### src/rtl/irq_ctrl.sv
// Interrupt collector: edge-detects eight event lines, latches them as pending,
// masks them onto int_out and holds the output off for a while after each ack.
module irq_ctrl #(
  parameter logic [15:0] HOLDOFF = 16'd256
) (
  input  logic       clk,
  input  logic       reset,
  input  logic [7:0] src_event,
  input  logic       mask_we,
  input  logic [7:0] mask_data,
  input  logic [7:0] int_ack,
  output logic [7:0] int_out,
  output logic [7:0] overflow,
  output logic       active
);

  typedef enum logic [1:0] {
    S_IDLE   = 2'd0,
    S_ACTIVE = 2'd1,
    S_HOLD   = 2'd2
  } state_t;

  state_t      state_reg, state_next;
  logic [15:0] count_reg, count_next;
  logic [7:0]  src_d_reg;
  logic [7:0]  pending_reg, pending_next;
  logic [7:0]  overflow_reg, overflow_next;
  logic [7:0]  mask_reg, mask_next;
  logic [7:0]  rise;
  logic [7:0]  pm_cur, pm_next;

  assign rise = src_event & ~src_d_reg;

  // A new event wins over a same-cycle ack for pending; an ack wins for overflow.
  genvar gi;
  generate
    for (gi = 0; gi < 8; gi++) begin : g_bit
      assign pending_next[gi]  = rise[gi] | (pending_reg[gi] & ~int_ack[gi]);
      assign overflow_next[gi] = ~int_ack[gi] &
                                 (overflow_reg[gi] | (rise[gi] & pending_reg[gi]));
    end
  endgenerate

  assign mask_next = mask_we ? mask_data : mask_reg;
  assign pm_cur    = pending_reg & mask_reg;
  assign pm_next   = pending_next & mask_next;

  always_comb begin
    state_next = state_reg;
    count_next = count_reg;
    case (state_reg)
      S_IDLE, S_ACTIVE: begin
        if ((int_ack != 8'h00) && (HOLDOFF != 16'd0)) begin
          state_next = S_HOLD;
          count_next = HOLDOFF - 16'd1;
        end else begin
          state_next = (pm_cur != 8'h00) ? S_ACTIVE : S_IDLE;
        end
      end
      S_HOLD: begin
        // Leaving hold-off looks at the vector as it will be after this edge.
        if (count_reg == 16'd0) begin
          state_next = (pm_next != 8'h00) ? S_ACTIVE : S_IDLE;
        end else begin
          count_next = count_reg - 16'd1;
        end
      end
      default: begin
        state_next = S_IDLE;
        count_next = 16'd0;
      end
    endcase
  end

  always_ff @(posedge clk) begin
    if (reset) begin
      state_reg    <= S_IDLE;
      count_reg    <= 16'd0;
      src_d_reg    <= 8'h00;
      pending_reg  <= 8'h00;
      overflow_reg <= 8'h00;
      mask_reg     <= 8'hFF;
    end else begin
      state_reg    <= state_next;
      count_reg    <= count_next;
      src_d_reg    <= src_event;
      pending_reg  <= pending_next;
      overflow_reg <= overflow_next;
      mask_reg     <= mask_next;
    end
  end

  assign int_out  = (state_reg == S_HOLD) ? 8'h00 : pm_cur;
  assign overflow = overflow_reg;
  assign active   = (state_reg == S_ACTIVE);

endmodule

### config.mk
export PLATFORM = sky130hd
export DESIGN_NAME = irq_ctrl
export DESIGN_NICKNAME = d
export VERILOG_FILES = /design/src/rtl/irq_ctrl.sv
export SDC_FILE = /design/constraint.sdc
export NUM_CORES = 1
export LEC_CHECK = 0
export BUFFER_PORTS_ARGS = -buffer_cell sky130_fd_sc_hd__buf_2
export CORE_ASPECT_RATIO = 0.5
export CORE_MARGIN = 2
export CORE_UTILIZATION = 51
export CTS_BUF_LIST = sky130_fd_sc_hd__clkbuf_4 sky130_fd_sc_hd__clkbuf_8
export DETAILED_ROUTE_END_ITERATION = 6
export PLACE_DENSITY = 0.77
export SYNTH_ARGS = -nofsm -noshare
export SYNTH_HDL_FRONTEND = slang
export SYNTH_SLANG_ARGS = --single-unit
### constraint.sdc
create_clock -name clk -period 2.05 [get_ports clk]
set_input_delay 0.205 -clock clk [delete_from_list [all_inputs] [get_ports clk]]
set_output_delay 0.205 -clock clk [all_outputs]
set_load 0.005 [all_outputs]
==> metrics, run 1 <==
run status finished, final reports clean; post-route ant nets 0; PwrDens 737 nW/um2; total global-route track usage a little under a quarter; first-pass GRT wire length ~9200 um; hold slack 0.0731 ns; cts hold-fix bufs 0; clk_skew around 0.0073 ns; pin count of the biggest net entering global routing 24; # H-tree levels 2; Die W 98.1 um; Worst Hold Class in2reg; DRT iter0 DRCs 86; CP endpoint count_reg[6]; Max Buffers Root-to-Sink 2; period utilization between 90 and 100%; max FFs per register 16; Syn-to-layout area delta 25.3%; IO Port Bufs 43; FF-to-FF path depth 7; R2R Setup Slk between 0.0009 and 0.001 ns; Pleak 0.00122 uW; fraction of layout cells with a size suffix above 1 29.5%; Reg-to-Reg Start count_reg[0]; CP required between 2 and 2.5 ns; Mapped Cells roughly 260; # DRC 0; Worst setup SP type register; relative slew slack 64.6%; Synth Area per Inst 8.59 um2; Root Buffer clkbuf_8; worst skew pair latency ~0.32 ns; asr flop ratio synth 0%; max-cap viol count 0; r2r endpoint count_reg[6]; Setup CP Type reg2reg; Post-DP Area about 2600 um2; Max Slew Vio Count 0; grt ovf 0; Max FO, Critical Path 4; RSZ-0062 raised after global routing yes; Synth Warn # 0; initial antenna violation count 0; number of synthesized flops with an enable pin 0; first drt pass iteration count 4; final WL between 5000 and 6000 um; Core Area around 4300 um2; crit path DAT roughly 2.2 ns; flops & latches, synth 50; fmax 488 MHz; Final min period ~2.0 ns; Cell variety after synth between 40 and 50; Net count, final ~350; CP Launch Point count_reg[0]; I/O Pins 44; vias in the first global route approximately 2100; worst min-delay path startpoint int_ack[3]; Worst-path clk slew about 0.10 ns; Slew @ Worst Pin between 0.5 and 0.6 ns; fin util approximately 66%; RePlAce Congestion ~0.9; critical path capture point type register; Vias between 2000 and 2500; WL per Instance ~15 um; area of the die ~5000 um2; TritonCTS Sinks 50; # rows 17; chip height about 51 um; clock buffer count from CTS 5; initial core utilization 52.3%; worst vdd ir ~420 uV; Fin Setup TNS 0 ns; ys flop type dfxtp_1; Cell Area, Synth around 2300 um2; CTS tree built; post-route cell area about 2800 um2; Final Hold Fails 0; number of diodes 0; post-synthesis sequential area ratio between 40% and 50%; # setup viols final 0; syn nets roughly 290; DP HPWL about 4100 um; vias per inst around 5.7
-- metrics by stage --
stage / worst slack (ns) / std cells / total power [uW]
detailed placement: -0.0134 / 371 / 1440
global route: -0.0429 / 382 / 2180
floorplan: -0.0165 / 263 / 1300
finish: 0.000926 / 382 / 2090
global placement: 0.0556 / 371 / 1430
CTS: 0.0216 / 379 / 2060
-- worst min-delay path by stage --
stage                             end  slack (ns)  cells past startpoint
after detailed placement  overflow[0]        0.41                      2
after CTS                 overflow[0]        0.07                      2
final                     overflow[3]        0.07                      2
after floorplan           overflow[0]        0.28                      1
after global routing      overflow[0]        0.06                      2
after global placement    overflow[0]        0.40                      2
-- where the power goes --
group,total [uW],switching [uW],internal [uW]
clock,626,370,256
combinational,398,215,184
sequential,1060,35.8,1030
-- cell usage in the layout, fill, tap and decap left out, types with 2 or more instances in the layout --
cell type,Yosys,routed
nand2b_1,8,8
a211oi_2,1,3
inv_1,10,8
nor3_1,14,14
or4_1,3,2
clkbuf_8,0,5
o21ai_0,3,3
inv_2,0,2
a221oi_1,2,2
or2_2,2,2
and2_1,2,2
nand3_1,3,3
nor2b_1,22,22
nand4_1,2,2
o22ai_1,5,5
mux2i_1,7,7
a21o_1,3,3
o21a_1,2,2
o31ai_1,2,2
xnor2_1,3,3
a21oi_1,23,22
dfxtp_1,50,48
dfxtp_2,0,2
nor2_1,35,34
buf_2,0,43
or4_4,2,3
a211oi_1,6,4
nand2_1,19,19
buf_4,0,20
or3_1,4,4
-- Yosys cell counts (all sizes together), types with 2 or more instances --
library cell / count / area (um2)
xnor2: 3 / 26.3
nor3b: 2 / 15.0
mux2i: 7 / 70.1
nand2b: 8 / 50.1
or2: 2 / 12.5
a221oi: 2 / 17.5
and2: 2 / 12.5
o31ai: 2 / 15.0
o2111ai: 2 / 17.5
clkbuf: 7 / 26.3
nor2b: 22 / 138
o21a: 2 / 15.0
o21ai: 3 / 15.0
or3: 5 / 36.3
nor4: 2 / 27.5
dfxtp: 50 / 1000
nor3: 15 / 80.1
nand2: 19 / 71.3
inv: 10 / 37.5
a21o: 3 / 22.5
nand3: 3 / 15.0
buf: 2 / 15.0
or4: 5 / 45.0
nand4: 2 / 12.5
ha: 2 / 25.0
nor2: 35 / 131
a21oi: 23 / 115
o22ai: 5 / 31.3
a211oi: 7 / 57.6
-- worst max-delay path, stage by stage, from the launching register on --
cell	delay, ns
dfxtp_1	0.34
inv_2	0.08
ha_4	0.14
or4b_4	0.47
nor4_4	0.37
a21oi_2	0.16
a211oi_2	0.26
a211oi_1	0.10
-- kinds of logic after synthesis --
kind of cell / count (synthesis) / synth area share (%)
simple gates: 125 / 29.8
compound gates: 55 / 16.2
flops: 50 / 44.3
buf+inv: 19 / 3.49
mux: 8 / 3.60
xor+xnor: 4 / 1.55
fa+ha+maj: 2 / 1.11
-- timing repair --
action	4_1_cts	5_1_grt
pin swaps	3	4
setup endpoints to repair	3	16
setup buffers	1	3
resized for setup	3	13
-- routing by layer --
metal  share of wire, %  global-route usage (%)  vias up
met5                  0                       0        -
met1                 42                    27.3     1017
met3                5.4                    4.65       18
met2                 50                    42.9       75
li1                   -                       -     1050
met4                2.1                    10.4        0
-- area by class of cell --
type | count | area [um2]
clock buffer | 5 | 68.8
inverter | 10 | 37.5
tap | 57 | 71.3
fill | 357 | 1490
sequential | 50 | 1000
multi-input combinational | 194 | 1250
clock inverter | 3 | 28.8
timing repair buffer | 63 | 365
(Power assumes the default switching activity.)
==> run 2, diff against run 1 <==
--- a/config.mk
+++ b/config.mk
@@ -5,10 +5,11 @@
 export SDC_FILE = /design/constraint.sdc
 export NUM_CORES = 1
 export LEC_CHECK = 0
+export ABC_AREA = 1
 export BUFFER_PORTS_ARGS = -buffer_cell sky130_fd_sc_hd__buf_2
 export CORE_ASPECT_RATIO = 0.5
 export CORE_MARGIN = 2
-export CORE_UTILIZATION = 51
+export CORE_UTILIZATION = 52
 export CTS_BUF_LIST = sky130_fd_sc_hd__clkbuf_4 sky130_fd_sc_hd__clkbuf_8
 export DETAILED_ROUTE_END_ITERATION = 6
 export PLACE_DENSITY = 0.77
==> metrics, run 2 <==
run status finished, final reports clean; commonest non-fill, non-tap cell in the layout nand2_1; IO Port Bufs between 40 and 50; # H-tree levels 2; max FFs per register 16; Area contributors post-synth dfxtp_1, nand2_1, nor2_1, inv_1, nand3_1; CTS tree built; post-synthesis sequential area ratio roughly two fifths; Final min period between 1.5 and 2 ns; pin count of the biggest net entering global routing 29; Net count, final around 460; Worst setup SP type register; Slew @ Worst Pin around 0.54 ns; Final Hold Fails 0; DP HPWL a little over 4000 um; Fin Setup TNS 0 ns; Max Buffers Root-to-Sink 2; WL per Instance about 11 um; fraction of layout cells with a size suffix above 1 14.9%; vias per inst slightly below 5; # DRC 0; chip height about 53 um; post-route cell area between 2000 and 3000 um2; # rows 17; Worst Hold Class in2reg; total global-route track usage 22.2%; postcts setup bufs 0; asr flop ratio synth 0%; number of synthesized flops with an enable pin 0; Cell Area, Synth approximately 2500 um2; RSZ-0062 raised after global routing no; clock buffer count from CTS 5; relative slew slack ~64%; vias in the first global route between 2000 and 2500; max-cap viol count 0; grt ovf 0; crit path DAT 1.40 ns; RePlAce Congestion between 0.9 and 1; Vias approximately 2400; fin util between 60% and 70%; critical path capture point type output pin; syn nets around 410; ys flop type dfxtp_1; first-pass GRT wire length 9140 um; hold slack roughly 0.069 ns; placed insts 487; # setup viols final 0; met3 wire length 205 um; Post-DP Area roughly 2700 um2; Cell variety after synth 26; initial core utilization between 50% and 60%; flops & latches, synth 50; area of the die between 5000 and 6000 um2; share of the synthesized area in the top cell type between 40% and 50%; top cells by count, synth nand2_1, nor2_1, inv_1; number of diodes 0; Synth area leader dfxtp_1; DRT iter0 DRCs 122; M1 WL 2640 um; CP required 1.85 ns; Pleak between 0.001 and 0.0015 uW; Max FO, Critical Path 11; DR top layer met4; Setup CP Type reg2out; Root Buffer clkbuf_8; final WL between 5000 and 6000 um; Syn-to-layout area delta 14.5%; Worst-path clk slew about 0.09 ns; metal2 WL 2430 um; post-route ant nets 0; CTS resizes 0; commonest non-fill, non-tap cells in the layout nand2_1, nor2_1, inv_1, dfxtp_1, buf_2; initial antenna violation count 0; worst vdd ir 414 uV; I/O Pins 44; most common cell in the netlist nand2_1; Synth Warn # 0; period utilization around 80%; clk_skew roughly 0.005 ns; Final Non-Filler Cells between 400 and 500; Max Slew Vio Count 0; Core Area about 4500 um2; PwrDens 703 nW/um2; TritonCTS Sinks 50; Mapped Cells about 390; fmax around 620 MHz; Synth Area per Inst 6.41 um2; first drt pass iteration count 4; cts hold-fix bufs 0; Die W ~100 um; worst skew pair latency 0.31 ns
[run 2: power breakdown]
part	internal (uW)	switching [uW]
combinational	123	216
clock	255	331
sequential	1030	34.8
total	1400	582
[run 2: cells by family after synthesis]
kind of cell | share of synthesized area (%)
compound gates | 7.41
xor+xnor | 0.710
fa+ha+maj | 1.01
buf+inv | 9.94
flops | 40.6
simple gates | 40.3
[run 2: per-stage QoR]
| step | worst slack [ns] | power (uW) |
|---|---|---|
| finish | 0.443 | 1990 |
| detailed placement | 0.530 | 1420 |
| floorplan | 0.709 | 1320 |
| CTS | 0.434 | 2000 |
| global route | 0.348 | 2090 |
| global placement | 0.616 | 1410 |
[run 2: final timing paths]
path,start,end,slack [ns],depth (start not counted)
hold / removal,int_ack[7],overflow[7],0.07,2
hold reg to reg,overflow[7],overflow[7],0.46,2
setup / recovery,state_reg[1],int_out[6],0.44,4
setup reg to reg,count_reg[0],count_reg[2],0.49,9
[run 2: layer usage]
layer | global-route usage, % | vias up
met3 | 4.80 | 6
met4 | 8.56 | 0
met1 | 28.5 | 1083
met2 | 37.1 | 45
li1 | - | 1263
met5 | 0 | -
[run 2: layout make-up]
class	count	area (um2)
flip-flops and latches	50	1000
repair buffers	43	215
fillers	411	1670
clock inverters	2	13.8
well taps	66	82.6
inverters	57	214
multi-input cells	271	1220
clock buffers	6	76.3
[run 2: worst max-delay path: stages, from the launching register on]
cell and delay, ns:
dfxtp_1 0.48, inv_2 0.12, nor2_4 0.26, nor2_1 0.09, buf_2 0.14
==> run 3, diff against run 2 <==
--- a/config.mk
+++ b/config.mk
@@ -5,11 +5,11 @@
 export SDC_FILE = /design/constraint.sdc
 export NUM_CORES = 1
 export LEC_CHECK = 0
-export ABC_AREA = 1
+export ABC_AREA = 0
 export BUFFER_PORTS_ARGS = -buffer_cell sky130_fd_sc_hd__buf_2
 export CORE_ASPECT_RATIO = 0.5
 export CORE_MARGIN = 2
-export CORE_UTILIZATION = 52
+export CORE_UTILIZATION = 51
 export CTS_BUF_LIST = sky130_fd_sc_hd__clkbuf_4 sky130_fd_sc_hd__clkbuf_8
 export DETAILED_ROUTE_END_ITERATION = 6
 export PLACE_DENSITY = 0.77
==> constraint.sdc (replaced) <==
create_clock -name clk -period 1.4 [get_ports clk]
set_input_delay 0.14 -clock clk [delete_from_list [all_inputs] [get_ports clk]]
set_output_delay 0.14 -clock clk [all_outputs]
set_load 0.005 [all_outputs]
==> metrics, run 3 (synthesized netlist as in run 1, its figures left out) <==
clock buffer count from CTS 5; Worst Hold Class in2reg; Pint 2430 uW; Max Buffers Root-to-Sink 2; critical path capture point type register; crit path DAT roughly 2.4 ns; vias per inst between 5 and 6; post-route cell area ~3300 um2; CP endpoint count_reg[12]; CTS tree built; chip height ~51 um; Pleak 0.00147 uW; r2r endpoint count_reg[12]; met3 Use GR under 10%; Max FO, Critical Path 4; pin count of the biggest net entering global routing 31; cts hold-fix bufs 0; fmax between 400 and 500 MHz; fraction of layout cells with a size suffix above 1 a little over two fifths; Reg-to-Reg Start count_reg[1]; PnR worst setup slack -0.761 ns; grt peak-use layer met2; commonest non-fill, non-tap cell in the layout buf_4; # DRC 0; relative slew slack between 50 and 60%; total global-route track usage about 27%; met1 Use GR about 31%; I/O Pins between 40 and 50; worst skew pair latency about 0.32 ns; final WL between 7000 and 8000 um; max-cap viol count 0; Worst setup SP type register; DRT iter0 DRCs 99; Syn-to-layout area delta 46.9%; Root Buffer clkbuf_8; run status complete, but fails checks; Die W 98.1 um; RSZ-0062 raised after global routing yes; number of diodes 0; placed insts between 400 and 500; IO Port Bufs between 40 and 50; TritonCTS Sinks 50; Sw Share between 20 and 30%; initial core utilization 52.3%; hold slack between 0.02 and 0.03 ns; PwrDens between 1000 and 1500 nW/um2; worst vdd ir around 610 uV; R2R Setup Slk -0.76 ns; met2 Usage GRT 50.0%; FF-to-FF path depth 7; initial antenna violation count 0; max FFs per register 16; # H-tree levels 2; Net count, final around 400; grt ovf 0; RePlAce Congestion ~0.92; Post-DP Area 2980 um2; clk_skew between 0.007 and 0.008 ns; first drt pass iteration count 4; Setup CP Type reg2reg; Final Non-Filler Cells roughly 430; # rows 17; CP Launch Point count_reg[1]; Worst-path clk slew about 0.1 ns; vias in the first global route 2295; Reg power frac around 45%; Comb power frac 23.0%; Slew @ Worst Pin around 0.6 ns; DP HPWL ~4700 um; Final Hold Fails 0; area of the die 5010 um2; Final min period 2.16 ns; CP required ~1.7 ns; Vias around 2400; switching power approximately 1000 uW; Max Slew Vio Count 0; clock network power share 31.7%; # fillers between 200 and 300; WL per Instance 16.8 um; failing checks setup timing; # setup viols final 18; Core Area around 4300 um2; first-pass GRT wire length about 11000 um; period utilization 154%; post-route ant nets 0; commonest non-fill, non-tap cells in the layout buf_4, dfxtp_1, buf_2, nor2_1, nor2b_1
[run 3: changes by cell type in the layout (fill, tap and decap cells not counted), sizes merged, moves of 22 or more]
cell	change
nor2b	+22
inv	-45
nor2	-42
nand2	-104
nand3	-26
buf	+63
[run 3: stage by stage]
stage	TNS, ns	total power [uW]	worst slack, ns	util [%]
final	-11.17	3430	-0.761	76.8
after global routing	-12.50	3560	-0.823	76.8
after CTS	-10.12	3320	-0.662	74.0
after detailed placement	-10.07	2220	-0.640	69.0
after global placement	-8.93	2190	-0.584	69.0
after floorplan	-8.74	1920	-0.667	-
[run 3: timing repair]
item                       in CTS  in global routing
cloned                          1                  0
setup buffers                   3                  5
resized for setup              17                 26
pin swaps                       7                  7
setup endpoints to repair      26                 27
[run 3: layout make-up]
| type | instances | area (um2) | area share, % |
|---|---|---|---|
| Multi-Input combinational cell | 194 | 1350 | 40.7 |
| Sequential cell | 50 | 1010 | 30.4 |
| Timing Repair Buffer | 106 | 731 | 22.0 |
| Tap cell | 57 | 71.3 | 2.15 |
| Clock buffer | 5 | 68.8 | 2.07 |
| Clock inverter | 3 | 47.5 | 1.43 |
| Inverter | 10 | 40.0 | 1.21 |
[run 3: metal layers]
metal | vias to the layer above | wire (um) | share of wire, %
li1 | 1134 | - | -
met1 | 1129 | 2950 | 41
met2 | 102 | 3650 | 51
met3 | 18 | 437 | 6.1
met4 | 0 | 122 | 1.7
met5 | - | 0 | 0
[run 3: worst min path at each step]
stage,startpoint,endpoint,slack [ns],depth (start not counted)
floorplan,int_ack[0],overflow[0],0.22,1
global placement,int_ack[6],overflow[6],0.35,2
detailed placement,int_ack[6],overflow[6],0.35,2
CTS,int_ack[6],overflow[6],0.02,2
global route,int_ack[6],overflow[6],0.02,2
finish,int_ack[6],overflow[6],0.03,2
[run 3: critical path, cell delays in order (launching register included)]
cell and delay [ns]:
dfxtp_2 0.34, inv_2 0.09, ha_4 0.15, or4b_4 0.48
nor4_4 0.38, a21o_1 0.30, or4_4 0.18, mux2i_1 0.19
[run 3: power groups by stage]
stage,clock [uW],combinational (uW),sequential [uW]
finish,1090,789,1550
global route,1150,844,1560
CTS,1080,691,1550
detailed placement,0,645,1580
global placement,0,616,1570
floorplan,0,337,1580
